**src/rtl/lsu_pkg.sv**
```systemverilog
// Shared constants, state type and request classification helpers for the load/store unit.
// Encodings follow the funct3 size/sign field, reused directly as the memory mask code.
package lsu_pkg;

  localparam logic [2:0] MASK_B  = 3'b000;
  localparam logic [2:0] MASK_H  = 3'b001;
  localparam logic [2:0] MASK_W  = 3'b010;
  localparam logic [2:0] MASK_BU = 3'b100;
  localparam logic [2:0] MASK_HU = 3'b101;

  typedef enum logic [1:0] {IDLE, ACCESS, SPLIT, RESP} lsu_state_t;

  function automatic logic is_illegal(logic is_load, logic is_store, logic [2:0] funct3);
    return (funct3 == 3'b011) || (funct3[2:1] == 2'b11) ||
           (is_store && funct3[2]) || (is_load == is_store);
  endfunction

  function automatic logic is_misaligned(logic [2:0] funct3, logic [1:0] addr_lo);
    return ((funct3[1:0] == 2'b01) && addr_lo[0]) ||
           ((funct3[1:0] == 2'b10) && (addr_lo != 2'b00));
  endfunction

endpackage

```
**src/rtl/load_store_unit_if.sv**
```systemverilog
// Request/response/memory-port bundle between the MEM stage, the load/store unit and data memory.
// slave is the unit's view; master is the surrounding pipeline and memory.
interface load_store_unit_if;

  logic        req_valid;
  logic        req_ready;
  logic        req_is_load;
  logic        req_is_store;
  logic [2:0]  req_funct3;
  logic [31:0] req_addr;
  logic [31:0] req_wdata;
  logic [4:0]  req_rd;

  logic        resp_valid;
  logic [31:0] resp_data;
  logic [4:0]  resp_rd;
  logic        resp_err;

  logic [31:0] mem_addr;
  logic [31:0] mem_wdata;
  logic [2:0]  mem_mask;
  logic        mem_rd_en;
  logic        mem_wr_en;
  logic [31:0] mem_rdata;

  modport slave (
    input  req_valid, req_is_load, req_is_store, req_funct3, req_addr, req_wdata, req_rd,
    output req_ready,
    output resp_valid, resp_data, resp_rd, resp_err,
    output mem_addr, mem_wdata, mem_mask, mem_rd_en, mem_wr_en,
    input  mem_rdata
  );

  modport master (
    output req_valid, req_is_load, req_is_store, req_funct3, req_addr, req_wdata, req_rd,
    input  req_ready,
    input  resp_valid, resp_data, resp_rd, resp_err,
    input  mem_addr, mem_wdata, mem_mask, mem_rd_en, mem_wr_en,
    output mem_rdata
  );

endinterface

```
**src/rtl/load_extend.sv**
```systemverilog
// Sign/zero extension of a loaded value according to funct3; purely combinational.
// Idempotent on data the memory has already extended, so aligned and split paths share it.
module load_extend
  import lsu_pkg::*;
(
  input  logic [31:0] raw,
  input  logic [2:0]  funct3,
  output logic [31:0] result
);

  always_comb begin
    result = raw;
    case (funct3)
      MASK_B:  result = {{24{raw[7]}}, raw[7:0]};
      MASK_BU: result = {24'h0, raw[7:0]};
      MASK_H:  result = {{16{raw[15]}}, raw[15:0]};
      MASK_HU: result = {16'h0, raw[15:0]};
      default: result = raw;
    endcase
  end

endmodule

```
**src/rtl/load_store_unit.sv**
```systemverilog
// Single-request load/store initiator: aligned access in one memory cycle, misaligned split into bytes.
// Latency: aligned 2, split N+1, illegal 1 cycle; req_ready only in IDLE, response consumer never stalls.
module load_store_unit
  import lsu_pkg::*;
(
  input  logic              clk,
  input  logic              rst_n,
  load_store_unit_if.slave  bus
);

  lsu_state_t  state, state_nxt;
  logic        is_load_q;
  logic        err_q;
  logic [2:0]  funct3_q;
  logic [31:0] addr_q;
  logic [31:0] wdata_q;
  logic [4:0]  rd_q;
  logic [1:0]  k_q;
  logic [31:0] asm_q;
  logic [31:0] ext_data;

  logic accept;
  logic req_illegal;
  logic req_misaligned;
  logic last_byte;

  assign accept         = bus.req_valid && (state == IDLE);
  assign req_illegal    = is_illegal(bus.req_is_load, bus.req_is_store, bus.req_funct3);
  assign req_misaligned = is_misaligned(bus.req_funct3, bus.req_addr[1:0]);
  // Word splits run four byte beats, halfword splits two.
  assign last_byte      = (k_q == (funct3_q[1] ? 2'd3 : 2'd1));

  load_extend u_load_extend (
    .raw    (asm_q),
    .funct3 (funct3_q),
    .result (ext_data)
  );

  always_ff @(posedge clk or negedge rst_n) begin
    if (!rst_n) state <= IDLE;
    else        state <= state_nxt;
  end

  always_ff @(posedge clk or negedge rst_n) begin
    if (!rst_n) begin
      is_load_q <= 1'b0;
      err_q     <= 1'b0;
      funct3_q  <= '0;
      addr_q    <= '0;
      wdata_q   <= '0;
      rd_q      <= '0;
      k_q       <= '0;
      asm_q     <= '0;
    end else if (accept) begin
      is_load_q <= bus.req_is_load;
      err_q     <= req_illegal;
      funct3_q  <= bus.req_funct3;
      addr_q    <= bus.req_addr;
      wdata_q   <= bus.req_wdata;
      rd_q      <= bus.req_rd;
      k_q       <= '0;
      asm_q     <= '0;
    end else if (state == ACCESS) begin
      if (is_load_q) asm_q <= bus.mem_rdata;
    end else if (state == SPLIT) begin
      k_q <= k_q + 2'd1;
      if (is_load_q) asm_q[{k_q, 3'b000} +: 8] <= bus.mem_rdata[7:0];
    end
  end

  always_comb begin
    state_nxt      = state;
    bus.req_ready  = (state == IDLE);
    bus.resp_valid = 1'b0;
    bus.resp_data  = '0;
    bus.resp_rd    = '0;
    bus.resp_err   = 1'b0;
    bus.mem_addr   = '0;
    bus.mem_wdata  = '0;
    bus.mem_mask   = '0;
    bus.mem_rd_en  = 1'b0;
    bus.mem_wr_en  = 1'b0;

    case (state)
      IDLE: begin
        if (accept) begin
          if (req_illegal)         state_nxt = RESP;
          else if (req_misaligned) state_nxt = SPLIT;
          else                     state_nxt = ACCESS;
        end
      end
      ACCESS: begin
        state_nxt     = RESP;
        bus.mem_addr  = addr_q;
        bus.mem_mask  = funct3_q;
        bus.mem_rd_en = is_load_q;
        bus.mem_wr_en = !is_load_q;
        bus.mem_wdata = is_load_q ? 32'h0 : wdata_q;
      end
      SPLIT: begin
        if (last_byte) state_nxt = RESP;
        bus.mem_addr  = addr_q + {30'h0, k_q};
        bus.mem_mask  = is_load_q ? MASK_BU : MASK_B;
        bus.mem_rd_en = is_load_q;
        bus.mem_wr_en = !is_load_q;
        bus.mem_wdata = is_load_q ? 32'h0 : {24'h0, wdata_q[{k_q, 3'b000} +: 8]};
      end
      RESP: begin
        state_nxt      = IDLE;
        bus.resp_valid = 1'b1;
        bus.resp_rd    = rd_q;
        bus.resp_err   = err_q;
        bus.resp_data  = (is_load_q && !err_q) ? ext_data : 32'h0;
      end
      default: state_nxt = IDLE;
    endcase
  end

endmodule

```
**src/flat_wrapper.sv**
```systemverilog
// flat-port wrapper written by rule: the top's interface ports become plain ports
module load_store_unit_flat import lsu_pkg::*;
  (clk, rst_n, bus_req_valid, bus_req_is_load, bus_req_is_store, bus_req_funct3, bus_req_addr, bus_req_wdata, bus_req_rd, bus_req_ready, bus_resp_valid, bus_resp_data, bus_resp_rd, bus_resp_err, bus_mem_addr, bus_mem_wdata, bus_mem_mask, bus_mem_rd_en, bus_mem_wr_en, bus_mem_rdata);
  load_store_unit_if bus_i ();
  input  logic clk;
  input  logic rst_n;
  input wire logic [$bits(bus_i.req_valid)-1:0] bus_req_valid;
  input wire logic [$bits(bus_i.req_is_load)-1:0] bus_req_is_load;
  input wire logic [$bits(bus_i.req_is_store)-1:0] bus_req_is_store;
  input wire logic [$bits(bus_i.req_funct3)-1:0] bus_req_funct3;
  input wire logic [$bits(bus_i.req_addr)-1:0] bus_req_addr;
  input wire logic [$bits(bus_i.req_wdata)-1:0] bus_req_wdata;
  input wire logic [$bits(bus_i.req_rd)-1:0] bus_req_rd;
  output wire logic [$bits(bus_i.req_ready)-1:0] bus_req_ready;
  output wire logic [$bits(bus_i.resp_valid)-1:0] bus_resp_valid;
  output wire logic [$bits(bus_i.resp_data)-1:0] bus_resp_data;
  output wire logic [$bits(bus_i.resp_rd)-1:0] bus_resp_rd;
  output wire logic [$bits(bus_i.resp_err)-1:0] bus_resp_err;
  output wire logic [$bits(bus_i.mem_addr)-1:0] bus_mem_addr;
  output wire logic [$bits(bus_i.mem_wdata)-1:0] bus_mem_wdata;
  output wire logic [$bits(bus_i.mem_mask)-1:0] bus_mem_mask;
  output wire logic [$bits(bus_i.mem_rd_en)-1:0] bus_mem_rd_en;
  output wire logic [$bits(bus_i.mem_wr_en)-1:0] bus_mem_wr_en;
  input wire logic [$bits(bus_i.mem_rdata)-1:0] bus_mem_rdata;
  assign bus_i.req_valid = bus_req_valid;
  assign bus_i.req_is_load = bus_req_is_load;
  assign bus_i.req_is_store = bus_req_is_store;
  assign bus_i.req_funct3 = bus_req_funct3;
  assign bus_i.req_addr = bus_req_addr;
  assign bus_i.req_wdata = bus_req_wdata;
  assign bus_i.req_rd = bus_req_rd;
  assign bus_req_ready = bus_i.req_ready;
  assign bus_resp_valid = bus_i.resp_valid;
  assign bus_resp_data = bus_i.resp_data;
  assign bus_resp_rd = bus_i.resp_rd;
  assign bus_resp_err = bus_i.resp_err;
  assign bus_mem_addr = bus_i.mem_addr;
  assign bus_mem_wdata = bus_i.mem_wdata;
  assign bus_mem_mask = bus_i.mem_mask;
  assign bus_mem_rd_en = bus_i.mem_rd_en;
  assign bus_mem_wr_en = bus_i.mem_wr_en;
  assign bus_i.mem_rdata = bus_mem_rdata;
  load_store_unit u_core (.clk(clk), .rst_n(rst_n), .bus(bus_i));
endmodule
```
**config.mk**
```make
export PLATFORM = sky130hd
export DESIGN_NAME = load_store_unit_flat
export DESIGN_NICKNAME = d
export VERILOG_FILES = /design/src/rtl/lsu_pkg.sv /design/src/rtl/load_store_unit_if.sv /design/src/rtl/load_extend.sv /design/src/rtl/load_store_unit.sv /design/src/flat_wrapper.sv
export SDC_FILE = /design/constraint.sdc
export NUM_CORES = 1
export LEC_CHECK = 0
export CORE_AREA = 2 2 122 124
export DETAILED_ROUTE_END_ITERATION = 8
export DIE_AREA = 0 0 124 126
export HOLD_SLACK_MARGIN = 0.03
export PLACE_DENSITY = 0.78
export SETUP_SLACK_MARGIN = 0.15
export SYNTH_ARGS = -nofsm -noshare
export SYNTH_HDL_FRONTEND = slang
export SYNTH_SLANG_ARGS = --single-unit
```
**constraint.sdc**
```tcl
create_clock -name clk -period 3.2 [get_ports clk]
set_input_delay 0.64 -clock clk [delete_from_list [all_inputs] [get_ports clk]]
set_output_delay 0.64 -clock clk [all_outputs]
set_load 0.05 [all_outputs]
```
==> Word-level counts from Yosys, hierarchy flattened <==
Index checks and enable logic that the tools add are counted.
{ "classes": {"shift": 3, "n_mux": 29, "eq_ne": 15, "n_addsub": 3, "n_reduce_logical": 21} }
{ "op_table": {"columns": ["op", "count"], "rows": [
  ["$mux 32", 8],
  ["$pmux 32 s2", 2],
  ["$pmux 32 s4", 1],
  ["$add 32x2->32", 1],
  ["$bwmux 32", 1],
  ["$shift 8x7->32 const A", 1],
  ["$shiftx 32x6->8", 1],
  ["$shiftx 8x7->32", 1],
  ["$mux 2", 8],
  ["$eq 2x2->1 const B", 4],
  ["$mux 8", 1],
  ["$pmux 2 s4", 1],
  ["$neg 5->7", 1],
  ["$eq 3x3->1 const B", 2],
  ["$ne 2x1->1 const B", 3],
  ["$pmux 3 s2", 1],
  ["$reduce_and 2->1", 3],
  ["$reduce_bool 2->1", 3],
  ["$logic_and 1x1->1", 5],
  ["$mux 5", 1],
  ["$eq 2x1->1 const B", 2],
  ["$logic_or 1x1->1", 4],
  ["$mux 1", 4],
  ["$eq 3x1->1 const B", 1],
  ["other kinds (10)", 11]
]} }
{ "totals": {"input_bits": 109, "regBits": 110, "wordCells": 80} }

==> Depth between registers and ports, before layout <==
{ "logic_depth": {"depth_word": 7, "mapped_depth": 8} }

==> Cells and area by module <==
A second synthesis with hierarchy kept.
{ "unflattened": {"cells_unflattened": 842, "hier_area_um2": 6735.2} }
{ "modules_own_cells": {"columns": ["mod", "cells_each", "area_each_um2", "seq_area_each_um2", "n_inst"], "rows": [
  ["load_store_unit", 775, 6379.9, 2752.6, 1],
  ["load_extend", 67, 355.3, 0.0, 1]
]} }

==> Least setup slack after synthesis <==
Ideal clock, no wire load.
{ "synth_path": {"path_type": "reg2out", "startpoint": "register u_core.k_q[0]", "endpoint": "output bus_mem_addr[28]", "slack_ps": -626, "arrival_ps": 3186, "stages_incl_launch_ff": 7, "cell_sequence": "dfrtp_1 -> ha_1 -> fa_1 -> nand4_4 -> nor3_1 -> nand4_1 -> o41ai_1"} }
{ "synth_via": {"elab_chain_len": 2} }
{ "synth_lines": {"columns": ["element", "line", "source"], "rows": [
  ["start: declaration", "load_store_unit.sv:18", "logic [1:0] k_q;"],
  ["start signal: assignment", "load_store_unit.sv:66", "k_q <= k_q + 2'd1;"],
  ["$add 32x2->32", "load_store_unit.sv:102", "bus.mem_addr = addr_q + {30'h0, k_q};"],
  ["$pmux 32 s2", "load_store_unit.sv:84", "case (state)"],
  ["end: declaration", "flat_wrapper.sv:19", "output wire logic [$bits(bus_i.mem_addr)-1:0] bus_mem_addr;"]
]} }
Every way passes these cells.

==> Worst setup path in the final report <==
{ "layout_path": {"startpoint": "register u_core.k_q[0]", "endpoint": "output bus_mem_addr[24]"} }
The elaborated chain is that of the path after synthesis.

==> results.md <==
- Worst EP required: 2.56 ns
- Grt ovf: 0
- Post-synthesis sequential area ratio: 0.415
- Post-layout nets: 1140
- DIE HEIGHT: 126 µm
- Main synth FF type: dfrtp_1
- Cell area after synthesis: 6630 µm²
- CTS Root Cell: clkbuf_16
- Layout Skew: roughly 0.0075 ns
- Yosys warns: 0
- Worst slew margin: 0.629
- Rows: 44
- CTS clock-pin slew for the worst setup and hold paths: 0.08 ns
- Pre-antenna DRT Iters: 5
- Detailed placement HPWL: roughly 16000 µm
- Vias/cell: 5.70
- Area leader, netlist: dfrtp_1
- Crit path cell chain: ha_4 -> fa_2 -> nand4_4 -> or4_4 -> o31a_1 -> a31oi_4 -> buf_12
- Pwr Density: 960 nW/µm²
- Synth Instances: 807
- Remaining DRCs: 0
- Cts hold-fix bufs: 0
- Crit path buf inv count: 1
- Synth top area cells: dfrtp_1, nand2_1, o21ai_0, and2_1, a22o_1
- Tot GR Track Use: 0.286
- Post-Synth Adder-Cell Area: 0.0257
- Synth cell types: 64
- Most common cell in the netlist: nand2_1
- CTS max path bufs: 2
- Routed Antenna Nets: 0
- RePlAce Congestion: 0.931
- Pre-CTS setup slack: 0.202 ns
- Synth Area in Compound Gates: 0.194
- Largest net degree at the start of global routing: 47
- Post-DR wirelength/cell: around 18 µm
- Synth Area in XOR/XNOR: 0.00264
- Worst skew pair latency: 0.36 ns
- Port Buffer Count: 217
- Syn_nets: approximately 930
- VDD IR max: 0.000553 V
- Setup Viol. Count Final: 0
- Critical setup path kind: reg -> out
- Largest family of logic cells by synthesized area: simple AND/OR/NAND/NOR gates
- Area of the multi-input gates: 3830 µm²
- Max Slew Vio Count: 0
- Initial Util: 0.463
- Count of final hold-check violations: 0
- Worst Hold Class: in -> async
- Top cell type's share of synthesized area: 0.415
- Worst Setup End Kind: output port
- Reg2reg setup slack: around 0.95 ns
- First-pass GRT wire length: approximately 35000 µm
- FFs w/ async S/R, synth: 1.00
- Reg area: 2770 µm²
- Total power: 10.1 mW
- Pin slew with the least headroom to its limit: 0.555 ns
- Ant. Diodes: 0
- Die W: between 100 and 150 µm
- CP delay by family, top: simple AND/OR/NAND/NOR gates
- Mapped Avg Cell Area: 8.21 µm²
- Total wire length: 22300 µm
- CP Max Fanout: 4
- Status: complete, no violations
- Fin crit period: 3.04 ns
- Fmax: 0.329 GHz
- Commonest cells in the netlist: nand2_1, dfrtp_1, o21ai_0
- Max-Cap Viols: 0
- Largest stage delay, worst path: 0.45 ns
- Worst setup SP type: flip-flop
- Mux contribution to synthesized area: 0.0321
- Filler instances: between 1k and 1.5k
- Initial drt markers: just under 800
- CP Data Arrival Time: 2.40 ns
- CTS tree: built
- Vias in the first global route: 6509
- Vias: roughly 7k
- Number of synthesized register bits: 110
- Die ar.: 15600 µm²
- H-tree Lvls: 3
- RSZ-0062 raised after global routing: yes
- Share of post-route cells with drive strength above 1: 0.223
- Critical R2R Capture: u_core.asm_q[12]
- P_leak: roughly 4.6 nW
- P&R area growth vs syn: 59.2%
- Worst reg2reg path depth: 8
- Worst r2r src: u_core.k_q[0]
- Post-Synth Simple-Gate Area: 0.278
- Clock sinks: 110
- Period utilization: 0.949
- Critical-path top delay cell: or4_4
- Number of synthesized flops with an enable pin: 0
- Ports: 218
- Initial antenna violation count: 0
- Worst setup margin: 0.162 ns
- Core ar.: between 10000 and 15000 µm²
- CTS buffer count: 9
==> routing by layer <==
metal / track usage / wire, µm
met5: 0 / 0
met4: 0.102 / 593
met3: 0.0702 / 1950
met2: 0.442 / 10600
met1: 0.393 / 9160
==> worst max path at each step <==
stage                           from                to  slack, ns  depth (start not counted)
global route           u_core.k_q[0]  bus_mem_addr[24]       0.07                          7
finish                 u_core.k_q[0]  bus_mem_addr[24]       0.16                          7
detailed placement   u_core.state[0]  bus_mem_addr[11]       0.20                          7
floorplan            u_core.state[0]  bus_mem_addr[25]      -0.09                          6
global placement     u_core.state[0]  bus_mem_addr[11]       0.25                          7
CTS                 u_core.addr_q[0]  bus_mem_addr[28]       0.13                          7
==> worst register-to-register path: cells and delay by family (launching register included) <==
| family | cells | cell delay (ns) |
|---|---|---|
| buf+inv | 3 | 0.51 |
| fa+ha+maj | 1 | 0.23 |
| compound gates | 2 | 0.41 |
| flops | 1 | 0.40 |
| simple gates | 2 | 0.60 |
==> cell type report <==
| class | count | share of cell area |
|---|---|---|
| clock buffers | 10 | 0.0227 |
| well taps | 184 | 0.0218 |
| inverters | 28 | 0.00996 |
| multi-input cells | 612 | 0.363 |
| flip-flops and latches | 110 | 0.262 |
| repair buffers | 257 | 0.314 |
| clock inverters | 6 | 0.00640 |
==> registers in the layout, summed over array words and instances (netlist names) <==
| name | flops |
|---|---|
| u_core.is_load_q | 1 |
| u_core.k_q | 2 |
| u_core.funct3_q | 3 |
| u_core.state | 2 |
| u_core.err_q | 1 |
| u_core.addr_q | 32 |
| u_core.rd_q | 5 |
| u_core.asm_q | 32 |
| u_core.wdata_q | 32 |
==> cells by family (layout without fill, tap and decap cells) <==
logic type                 after synthesis  count (layout)
AOI/OAI and AO/OA                      198             198
xor gates and xnor gates                 2               2
adders and majority gates               13              13
buffers and inverters                   85             301
DFF                                    110             110
muxes                                   11              11
and+or+nand+nor                        388             388
==> cell usage in the layout, fill, tap and decap left out, types with 8 or more instances in the layout <==
cell	n
a22oi_1	24
nand4_1	14
inv_1	26
o21ai_0	53
ha_1	9
clkdlybuf4s50_1	124
nor2_1	13
a22o_1	21
buf_12	83
clkbuf_16	10
dfrtp_2	12
buf_4	46
a21oi_2	8
o21ai_1	9
a31oi_1	15
and2_1	42
dfrtp_1	98
a21oi_1	22
mux4_2	8
nand3_1	8
nand2_1	256
==> report_power, final <==
group	switching (mW)	total (mW)	internal, mW
registers	0.730	2.76	2.03
clock network	0.557	1.19	0.634
logic	3.54	6.18	2.64
==> metrics by stage <==
stage / utilization / hold WS, ns / std cells / TNS (ns) / cell area [µm²]
after detailed placement: 0.690 / 0.456 / 1175 / 0 / 9880
after global placement: 0.690 / 0.451 / 1175 / 0 / 9880
after floorplan: - / 0.344 / 807 / -0.463 / 6720
after global routing: 0.737 / 0.279 / 1207 / 0 / 10600
after CTS: 0.725 / 0.273 / 1198 / 0 / 10400
final: 0.737 / 0.248 / 1207 / 0 / 10600
==> what timing repair did <==
action | CTS | global route
setup endpoints to repair | 58 | 59
pin swaps | 7 | 15
gates resized for setup | 26 | 39
setup buffers | 7 | 9
No activity file was read; power rests on OpenSTA's default activity.
